--- src/rtl/load_store_unit.sv ---
`default_nettype none
// ==========================================================================
// load_store_unit: handshaked load/store engine, sub-word stores as RMW. Rev 1.0
// ==========================================================================
module load_store_unit #(
  parameter int DATA_W = 32,
  parameter int ADDR_W = 32
) (
  input  logic              CLK,
  input  logic              RST,
  input  logic              req,
  input  logic              wr,
  input  logic [1:0]        size,
  input  logic              sext,
  input  logic [ADDR_W-1:0] addr,
  input  logic [DATA_W-1:0] wdata,
  output logic              busy,
  output logic              done,
  output logic              fault,
  output logic [DATA_W-1:0] rdata,
  output logic              dmemREN,
  output logic              dmemWEN,
  output logic [ADDR_W-1:0] dmemaddr,
  output logic [DATA_W-1:0] dmemstore,
  input  logic [DATA_W-1:0] dmemload,
  input  logic              dhit
);
  localparam int          BYTES   = DATA_W / 8;
  localparam int          OFF_W   = $clog2(BYTES);
  localparam logic [31:0] BYTES_U = 32'(BYTES);

  typedef enum logic [1:0] {
    IDLE  = 2'd0,
    READ  = 2'd1,
    WRITE = 2'd2,
    FAULT = 2'd3
  } state_t;

  state_t            state_q, state_d;
  logic [ADDR_W-1:0] addr_q, addr_d;
  logic              wr_q, wr_d;
  logic [1:0]        size_q, size_d;
  logic              sext_q, sext_d;
  logic [DATA_W-1:0] wdata_q, wdata_d;
  logic              done_q, done_d;
  logic              fault_q, fault_d;
  logic [DATA_W-1:0] rdata_q, rdata_d;
  logic [DATA_W-1:0] dmemstore_q, dmemstore_d;

  logic [31:0]       req_bytes;
  logic              req_bad;
  logic              req_full;
  logic [OFF_W+2:0]  lane_sh;
  logic [31:0]       lane_bits;
  logic [DATA_W-1:0] field_mask;
  logic [DATA_W-1:0] shifted;
  logic              sign_bit;
  logic [DATA_W-1:0] load_ext;
  logic [DATA_W-1:0] lane_mask;
  logic [DATA_W-1:0] store_merged;

  assign req_bytes = 32'd1 << size;
  assign req_bad   = (req_bytes > BYTES_U) ||
                     ((32'(addr[OFF_W-1:0]) & (req_bytes - 32'd1)) != 32'd0);
  assign req_full  = (req_bytes == BYTES_U);

  // A full-width field shifts the 1 out entirely, so the mask wraps to all ones
  assign lane_sh    = {addr_q[OFF_W-1:0], 3'b000};
  assign lane_bits  = 32'd8 << size_q;
  assign field_mask = (DATA_W'(1) << lane_bits) - DATA_W'(1);

  assign shifted   = dmemload >> lane_sh;
  assign sign_bit  = |(shifted & field_mask & ~(field_mask >> 1));
  assign load_ext  = (shifted & field_mask) | ({DATA_W{sext_q & sign_bit}} & ~field_mask);

  assign lane_mask    = field_mask << lane_sh;
  assign store_merged = (dmemload & ~lane_mask) | ((wdata_q << lane_sh) & lane_mask);

  always_comb begin
    state_d     = state_q;
    addr_d      = addr_q;
    wr_d        = wr_q;
    size_d      = size_q;
    sext_d      = sext_q;
    wdata_d     = wdata_q;
    done_d      = 1'b0;
    fault_d     = 1'b0;
    rdata_d     = rdata_q;
    dmemstore_d = dmemstore_q;
    case (state_q)
      IDLE: begin
        if (req) begin
          addr_d  = addr;
          wr_d    = wr;
          size_d  = size;
          sext_d  = sext;
          wdata_d = wdata;
          if (req_bad) begin
            state_d = FAULT;
          end else if (wr && req_full) begin
            state_d     = WRITE;
            dmemstore_d = wdata;
          end else begin
            state_d = READ;
          end
        end
      end
      FAULT: begin
        state_d = IDLE;
        done_d  = 1'b1;
        fault_d = 1'b1;
      end
      READ: begin
        if (dhit) begin
          if (wr_q) begin
            state_d     = WRITE;
            dmemstore_d = store_merged;
          end else begin
            state_d = IDLE;
            done_d  = 1'b1;
            rdata_d = load_ext;
          end
        end
      end
      WRITE: begin
        if (dhit) begin
          state_d = IDLE;
          done_d  = 1'b1;
        end
      end
      default: state_d = IDLE;
    endcase
  end

  always_ff @(posedge CLK or posedge RST) begin
    if (RST) begin
      state_q     <= IDLE;
      addr_q      <= '0;
      wr_q        <= 1'b0;
      size_q      <= 2'd0;
      sext_q      <= 1'b0;
      wdata_q     <= '0;
      done_q      <= 1'b0;
      fault_q     <= 1'b0;
      rdata_q     <= '0;
      dmemstore_q <= '0;
    end else begin
      state_q     <= state_d;
      addr_q      <= addr_d;
      wr_q        <= wr_d;
      size_q      <= size_d;
      sext_q      <= sext_d;
      wdata_q     <= wdata_d;
      done_q      <= done_d;
      fault_q     <= fault_d;
      rdata_q     <= rdata_d;
      dmemstore_q <= dmemstore_d;
    end
  end

  assign busy      = (state_q != IDLE);
  assign done      = done_q;
  assign fault     = fault_q;
  assign rdata     = rdata_q;
  assign dmemREN   = (state_q == READ);
  assign dmemWEN   = (state_q == WRITE);
  assign dmemaddr  = {addr_q[ADDR_W-1:OFF_W], {OFF_W{1'b0}}};
  assign dmemstore = dmemstore_q;

endmodule
`default_nettype wire
--- config.mk ---
export PLATFORM = sky130hd
export DESIGN_NAME = load_store_unit
export DESIGN_NICKNAME = d
export VERILOG_FILES = /design/src/rtl/load_store_unit.sv
export SDC_FILE = /design/constraint.sdc
export NUM_CORES = 1
export LEC_CHECK = 0
export ABC_AREA = 1
export CAP_MARGIN = 25
export CELL_PAD_IN_SITES_DETAIL_PLACEMENT = 1
export CELL_PAD_IN_SITES_GLOBAL_PLACEMENT = 2
export CORE_MARGIN = 4
export CORE_UTILIZATION = 26
export DETAILED_ROUTE_END_ITERATION = 8
export PLACE_DENSITY_LB_ADDON = 0.1
export SLEW_MARGIN = 40
export SYNTH_ARGS = -nofsm -noshare
export SYNTH_HDL_FRONTEND = slang
export SYNTH_SLANG_ARGS = --single-unit
--- constraint.sdc ---
create_clock -name CLK -period 6.4 [get_ports CLK]
set_input_delay 1.92 -clock CLK [delete_from_list [all_inputs] [get_ports CLK]]
set_output_delay 1.92 -clock CLK [all_outputs]
set_load 0.01 [all_outputs]
==> results of run 1 <==
-- critical path: stages --
cell and delay [ps]:
clkdlybuf4s50_1 470, inv_1 60, nor2_4 530, o21ai_2 170, nor2_4 610, buf_4 360
nor2_1 70, a31oi_1 160
-- power breakdown --
| group | switching [W] | leakage, nW | internal, W |
|---|---|---|---|
| Sequential | 0.000273 | 1.64 | 0.00128 |
| Combinational | 0.00165 | 2.61 | 0.00109 |
| Clock | 0.000412 | 0.260 | 0.000508 |
| Total | 0.00234 | 4.52 | 0.00288 |
-- worst paths after layout --
check | startpoint | endpoint
worst max-delay path | req | dmemstore[15]
worst min-delay path | addr_q[25] | addr_q[25]
worst max register to register | state_q[0] | dmemstore[15]
worst min register to register | addr_q[25] | addr_q[25]
max in group asynchronous | RST | addr_q[0]
min in group asynchronous | RST | addr_q[6]
-- routing by layer --
layer	vias up	global-route usage
li1	3376	-
met1	3278	0.248
met2	175	0.304
met3	13	0.0496
met4	0	0.0320
met5	-	0
-- cells in the final DEF, fill, tap and decap left out, types with 2 or more instances in the layout --
master and count:
clkdlybuf4s50_1 202, inv_2 9, a31oi_1 18, inv_1 39, nor2_1 63, o21ai_0 63
o211ai_1 22, conb_1 2, buf_4 8, o21ai_1 4, clkinvlp_4 3, inv_6 3
a21oi_1 69, nand3_1 36, clkbuf_16 17, a22oi_1 7, nor2_2 2, dfrtp_1 135
clkinv_2 4, clkinv_4 3, o21ai_2 2, nand2_1 396, nor2_4 4
-- cell type report --
type                    instances  area share
clock buffers                  19      0.0454
multi-input cells             698       0.318
inverters                      50      0.0208
clock inverters                13     0.00975
well taps                     341      0.0438
flip-flops and latches        136       0.349
repair buffers                210       0.213
-- state kept, by name, indices dropped and copies added, names as in the netlist, 2 cells and up --
register and cells:
state_q 2, size_q 2, addr_q 32, rdata 32, dmemstore 32, wdata_q 32
-- through the flow --
step                      hold WS (ps)  instance area, um2  cells
after CTS                          475                9750   1467
after global routing               499                9750   1467
final                              470                9750   1467
after detailed placement           459                9210   1435
after floorplan                    442                7160    971
after global placement             452                9200   1435
-- cell families (layout without fill, tap and decap cells) --
group | after synthesis | count (layout) | synth area share
simple gates | 506 | 506 | 0.279
compound gates | 189 | 189 | 0.150
buf+inv | 137 | 292 | 0.0939
flops | 136 | 136 | 0.475
fa+ha+maj | 1 | 1 | 0.00175
other cells | 1 | 2 | 0.000524
-- Yosys cell counts, types with 2 or more instances --
cell	count
nand2_1	396
dfrtp_1	136
a21oi_1	69
nor2_1	63
o21ai_0	63
inv_1	41
buf_4	36
nand3_1	36
clkbuf_1	29
o211ai_1	22
a31oi_1	18
buf_2	18
inv_2	9
a22oi_1	7
buf_1	4
o21ai_1	4
nor2_2	3
nor2_4	3
o21ai_2	2
==> flow_metrics.tcl, run 1 <==
set metrics [dict create \
    vias 6842 \
    post-place-ws_ps 1890 \
    gp_congestion 0.755 \
    std_cell_rows 60 \
    cts_buffers 17 \
    dieHeight_um 174 \
    max_clock_freq_ghz 0.247 \
    tightest_slew_ps 804 \
    ys.flop_type "dfrtp_1" \
    fin_crit_ps 4040 \
    endpoint_kind "flop" \
    clk_latency_ps 420 \
    min_path_type "flop to flop" \
    drive_gt1_frac 0.0568 \
    wl_met3_um 1810 \
    yosysSeqAreaShare 0.475 \
    cts_sinks 136 \
    ys_warn_count 0 \
    avgRoutedWirePerCell_um 18.9 \
    path_max_fanout 32 \
    finalSetupTns_ps 0 \
    first_iter_violations 319 \
    seq_area_mm2 0.00340 \
    die_area_mm2 0.0302 \
    ctsResizeCount 0 \
    start_kind "input port" \
    status "complete, no violations" \
    leakage_nw 4.52 \
    cts.htree.levels 4 \
    yosysUniqueCellTypes 30 \
    period_share 0.632 \
    finalMaxSlewViolations 0 \
    grt_pass1_vias 7264 \
    powerDensity_mw_per_mm2 534 \
    fin_skew_ps 10.2 \
    cts-root-buf "clkbuf_16" \
    overflow 0 \
    dpl.hpwl_um 20000 \
    synth-edff-count 0 \
    hold_depth 2 \
    area_growth_syn_to_layout_pct 36.2 \
    synth-async-reset-ratio 1.00 \
    ys_ff_latch 136 \
    n_fill_cell 3307 \
    grt_pass1_wl_um 43800 \
    cts_max_path_buffers 2 \
    drv_cap 0 \
    antenna_found_initial 0 \
    syn_avg_cell_area_um2 7.38 \
    routed_wl_um 27800 \
    ff2ff_path_depth 11 \
    multiInputGateArea_mm2 0.00310 \
    fin_ws_ps 2360 \
    synthesis.area_mm2 0.00716 \
    rrSetupSlack_ps 3390 \
    rsz0062_at_grt "no" \
    finish.utilization 0.361 \
    numPortBuffers 202 \
    drc_errors 0 \
    postRouteAntennaNets 0 \
    totalPowerFinal_w 0.00521 \
    hold_buffers 0 \
    netlist_top_cells_area "dfrtp_1, nand2_1, a21oi_1" \
    wl_met1_um 12800 \
    start_util 0.265 \
    via_per_inst 4.66 \
    critical_path_class "input port to flop" \
    peakVddDrop_uv 195 \
    drt_first_pass_iters 4 \
    synth_area_leader_cell "dfrtp_1" \
    arrival_ps 4380 \
    relSlewSlack 0.463 \
    coreArea_mm2 0.0270 \
    wl_met2_um 13000 \
    cts_tree "yes" \
    postCtsSetupRepairBufs 0 \
    clk_pin_slew_ps 60 \
    fin_nets 1218 \
    antenna_cells 0 \
    die_w_um 174 \
    syn_inst 970 \
    grt_max_degree 104 \
    cp.required_ps 6740 \
    ioPinCount 205 \
    setup-violations-final 0 \
    grt.total_usage 0.184 \
    synth_top_cell_area_share 0.475 \
    hold_violations 0 \
    top_layer "met4" \
]
Note: power is estimated with default switching activity, not from simulation.
==> run 2, diff against run 1 <==
==> constraint.sdc (replaced) <==
create_clock -name CLK -period 3.9 [get_ports CLK]
set_input_delay 1.17 -clock CLK [delete_from_list [all_inputs] [get_ports CLK]]
set_output_delay 1.17 -clock CLK [all_outputs]
set_load 0.01 [all_outputs]
==> run 2 against run 1 <==
Against the previous run: final area up 1.6%; setup slack got worse by 1300 ps; sequential share of layout area decreased by 0.54 points; largest power group unchanged; critical path type is now flop to output pin; power up 70%; non-clock buffer count rose by 4; critical path depth fell by 6.
==> flow_metrics.tcl, run 2 (synthesized netlist as in run 1, its figures left out) <==
set metrics [dict create \
    status "complete, no violations" \
    start_kind "flop" \
    layout_commonest_cell "nand2_1" \
    path_max_fanout 5 \
    fin_skew_ps 10.1 \
    fin_crit_ps 2890 \
    rsz0062_at_grt "no" \
    min_path_type "flop to flop" \
    via_per_inst 4.67 \
    totalPowerFinal_w 0.00886 \
    wl_met1_um 12900 \
    cp.required_ps 2730 \
    finalSetupTns_ps 0 \
    drt_first_pass_iters 4 \
    gp_congestion 0.758 \
    antenna_cells 0 \
    tightest_slew_ps 713 \
    cts_max_path_buffers 2 \
    finalMaxSlewViolations 0 \
    grt.total_usage 0.185 \
    arrival_ps 1720 \
    cts-root-buf "clkbuf_16" \
    powerDensity_mw_per_mm2 895 \
    vias 6870 \
    critPathSlowestCell "clkdlybuf4s50_1" \
    routed_wl_um 27900 \
    leakage_nw 4.59 \
    die_w_um 174 \
    cp_cell_sequence "nor2_4 -> clkdlybuf4s50_1" \
    path_buf_inv 1 \
    wl_met2_um 12900 \
    postCtsSetupRepairBufs 0 \
    cts.htree.levels 4 \
    grt_max_degree 105 \
    drv_cap 0 \
    max_clock_freq_ghz 0.346 \
    ioPinCount 205 \
    top_layer "met4" \
    first_iter_violations 363 \
    endpoint_kind "output pin" \
    drc_errors 0 \
    dpl.hpwl_um 20300 \
    avgRoutedWirePerCell_um 18.9 \
    hold_violations 0 \
    overflow 0 \
    wl_met3_um 1720 \
    hold_buffers 0 \
    dieHeight_um 174 \
    critical_path_class "flop to output pin" \
    postRouteAntennaNets 0 \
    coreArea_mm2 0.0270 \
    std_cell_rows 60 \
    max_stage_delay_ps 610 \
    period_share 0.742 \
    relSlewSlack 0.525 \
    start_util 0.265 \
    antenna_found_initial 0 \
    ctsResizeCount 0 \
    grt_pass1_vias 7297 \
    drive_gt1_frac 0.0602 \
    numPortBuffers 202 \
    clk_pin_slew_ps 60 \
    area_growth_syn_to_layout_pct 38.4 \
    die_area_mm2 0.0302 \
    cts_tree "yes" \
    cts_buffers 17 \
    peakVddDrop_uv 327 \
    critPathTopFamily "buffers and inverters" \
    cts_sinks 136 \
    finish.utilization 0.366 \
    fin_nets 1222 \
    setup-violations-final 0 \
    clk_latency_ps 430 \
    final_cell_mix "nand2_1, clkdlybuf4s50_1, dfrtp_1, a21oi_1" \
    grt_pass1_wl_um 43700 \
]
-- run 2: cell types whose count changed in the layout (fill, tap and decap cells not counted), sizes merged --
cell / before / now
buf: 8 / 12
bufinv: 0 / 4
clkinv: 8 / 4
-- run 2: path summary, 6_finish.rpt --
kind	start	to	slack [ps]	cells past startpoint
setup / recovery	state_q[1]	dmemREN	1010	2
hold / removal	addr_q[12]	addr_q[12]	470	2
setup reg to reg	addr_q[1]	dmemstore[31]	1420	10
hold reg to reg	addr_q[12]	addr_q[12]	470	2
max in group asynchronous	RST	rdata[30]	2140	3
min in group asynchronous	RST	addr_q[22]	960	2
-- run 2: routing by layer --
| metal | up-vias | track usage |
|---|---|---|
| met5 | - | 0 |
| met2 | 157 | 0.296 |
| li1 | 3375 | - |
| met4 | 0 | 0.0455 |
| met3 | 23 | 0.0487 |
| met1 | 3315 | 0.251 |
-- run 2: through the flow --
step	cell area, um2	hold WS [ps]	setup slack (ps)	cells
global placement	9250	453	479	1438
finish	9900	470	1010	1471
floorplan	7170	442	1040	971
global route	9900	492	874	1471
CTS	9900	475	946	1471
detailed placement	9270	463	626	1439
-- run 2: worst reg2reg max path, stage by stage (launching register included) --
cell	delay [ps]
dfrtp_1	330
buf_4	380
inv_2	340
nor2_2	250
nand2_1	130
o21ai_2	190
inv_1	260
nand3_1	120
nand2_1	100
o211ai_1	160
nand2_1	100
-- run 2: area by class of cell --
type	instances	area (um2)
clock buffers	19	443
multi-input cells	698	3100
flip-flops and latches	136	3400
repair buffers	214	2150
clock inverters	13	193
inverters	50	191
well taps	341	427
fillers	3244	17100
-- run 2: report_power, final --
part	leakage, nW	internal [W]	switching [W]
clock	0.305	0.00110	0.000694
sequential	1.64	0.00210	0.000463
combinational	2.64	0.00181	0.00269
==> run 3, diff against run 2 <==
==> constraint.sdc (replaced) <==
create_clock -name CLK -period 2.72 [get_ports CLK]
set_input_delay 0.816 -clock CLK [delete_from_list [all_inputs] [get_ports CLK]]
set_output_delay 0.816 -clock CLK [all_outputs]
set_load 0.01 [all_outputs]
==> run 3 against run 2 <==
Against the previous run: routed wire length grew 0.16%; first-iteration DRC count grew 5.2%; utilization grew 0.15 points; via count shrank 0.13%; final area grew 0.42%; worst hold slack gained 3.3 ps; clock power grew 25%; setup slack lost 810 ps; critical path depth grew 1; register-to-register slack lost 1000 ps; flip-flop and latch count is the same; critical path type unchanged.
==> flow_metrics.tcl, run 3 (synthesized netlist as in run 1, its figures left out) <==
set metrics [dict create \
    start_kind "flop" \
    finalMaxSlewViolations 0 \
    endpoint_kind "output pin" \
    grt.total_usage 0.184 \
    vias 6861 \
    layout_commonest_cell "nand2_1" \
    holdWs_ps 473 \
    hold_violations 0 \
    arrival_ps 1700 \
    drt_first_pass_iters 5 \
    drc_errors 0 \
    status "complete, no violations" \
    cts_tree "yes" \
    p_switching_w 0.00554 \
    power_frac_comb 0.530 \
    hold_buffers 0 \
    overflow 0 \
    grt_pass1_vias 7281 \
    cts_sinks 136 \
    coreArea_mm2 0.0270 \
    p_int_w 0.00697 \
    powerDensity_mw_per_mm2 1260 \
    cts.htree.levels 4 \
    dpl.hpwl_um 20900 \
    peakVddDrop_uv 450 \
    routed_wl_um 27900 \
    critical_path_class "flop to output pin" \
    start_util 0.265 \
    fin_crit_ps 2520 \
    min_path_type "flop to flop" \
    fin_nets 1237 \
    rsz0062_at_grt "no" \
    power_frac_seq 0.291 \
    gp_congestion 0.783 \
    finalSetupTns_ps 0 \
    fin_skew_ps 17.2 \
    cp.required_ps 1900 \
    cts_max_path_buffers 2 \
    clk_latency_ps 430 \
    area_growth_syn_to_layout_pct 38.9 \
    postRouteAntennaNets 0 \
    relSlewSlack 0.609 \
    die_area_mm2 0.0302 \
    final_cell_mix "nand2_1, clkdlybuf4s50_1, dfrtp_1, a21oi_1" \
    antenna_cells 0 \
    tightest_slew_ps 586 \
    p_clk_frac 0.179 \
    dieHeight_um 174 \
    drive_gt1_frac 0.0725 \
    grt_pass1_wl_um 43900 \
    numPortBuffers 202 \
    grt_max_degree 75 \
    clk_pin_slew_ps 70 \
    avgRoutedWirePerCell_um 18.8 \
    max_clock_freq_ghz 0.397 \
    cts-root-buf "clkbuf_16" \
    sw_frac_of_total 0.443 \
    drv_cap 0 \
    antenna_found_initial 0 \
    die_w_um 174 \
    std_cell_rows 60 \
    ioPinCount 205 \
    via_per_inst 4.62 \
    postCtsSetupRepairBufs 0 \
    cts_buffers 17 \
    period_share 0.926 \
    first_iter_violations 382 \
    ctsResizeCount 0 \
    setup-violations-final 0 \
    path_max_fanout 5 \
    leakage_nw 4.62 \
]
-- run 3: changes by cell type in the layout (fill, tap and decap cells not counted), sizes merged --
cell      change
buf          +15
bufinv        -4
clkbuf        +1
clkinv        -1
clkinvlp      +3
inv           +1
-- run 3: worst paths after layout --
path,startpoint,to,slack (ps),cells past startpoint
setup / recovery,state_q[1],busy,200,3
hold / removal,addr_q[19],addr_q[19],470,2
setup reg to reg,state_q[1],dmemstore[31],390,8
hold reg to reg,addr_q[19],addr_q[19],470,2
max in group asynchronous,RST,rdata[1],1420,3
min in group asynchronous,RST,addr_q[29],850,3
-- run 3: per-stage QoR --
stage                     cell area, um2  worst slack [ps]  std cells  power [W]  utilization
final                               9950               201       1486     0.0125        0.368
after global routing                9950               121       1486     0.0136        0.368
after CTS                           9950               159       1486     0.0127        0.368
after detailed placement            9400              84.9       1454     0.0104        0.348
after global placement              9400               136       1454     0.0104        0.348
after floorplan                     7170               211        971    0.00749            -
-- run 3: critical path, stage by stage (launching register included) --
cell	delay (ps)
dfrtp_1	470
nor2_1	60
inv_1	170
clkdlybuf4s50_1	580
-- run 3: power groups by stage --
stage                     clock, W  sequential (W)  combinational, W
after global placement           0         0.00366           0.00669
after CTS                  0.00231         0.00366           0.00676
final                      0.00224         0.00364           0.00663
after detailed placement         0         0.00368           0.00673
after floorplan                  0         0.00373           0.00376
after global routing       0.00240         0.00379           0.00742
-- run 3: layout make-up --
| cell class | instances | area (um2) |
|---|---|---|
| Fill cell | 3274 | 17100 |
| Sequential cell | 136 | 3400 |
| Multi-Input combinational cell | 698 | 3100 |
| Timing Repair Buffer | 229 | 2270 |
| Clock buffer | 20 | 457 |
| Tap cell | 341 | 427 |
| Inverter | 50 | 191 |
| Clock inverter | 12 | 93.8 |
-- run 3: layer usage --
layer,wire length (um),vias to the layer above,GRT usage
li1,-,3402,-
met1,13200,3272,0.253
met2,12800,171,0.291
met3,1690,16,0.0535
met4,229,0,0.0360
met5,0,-,0
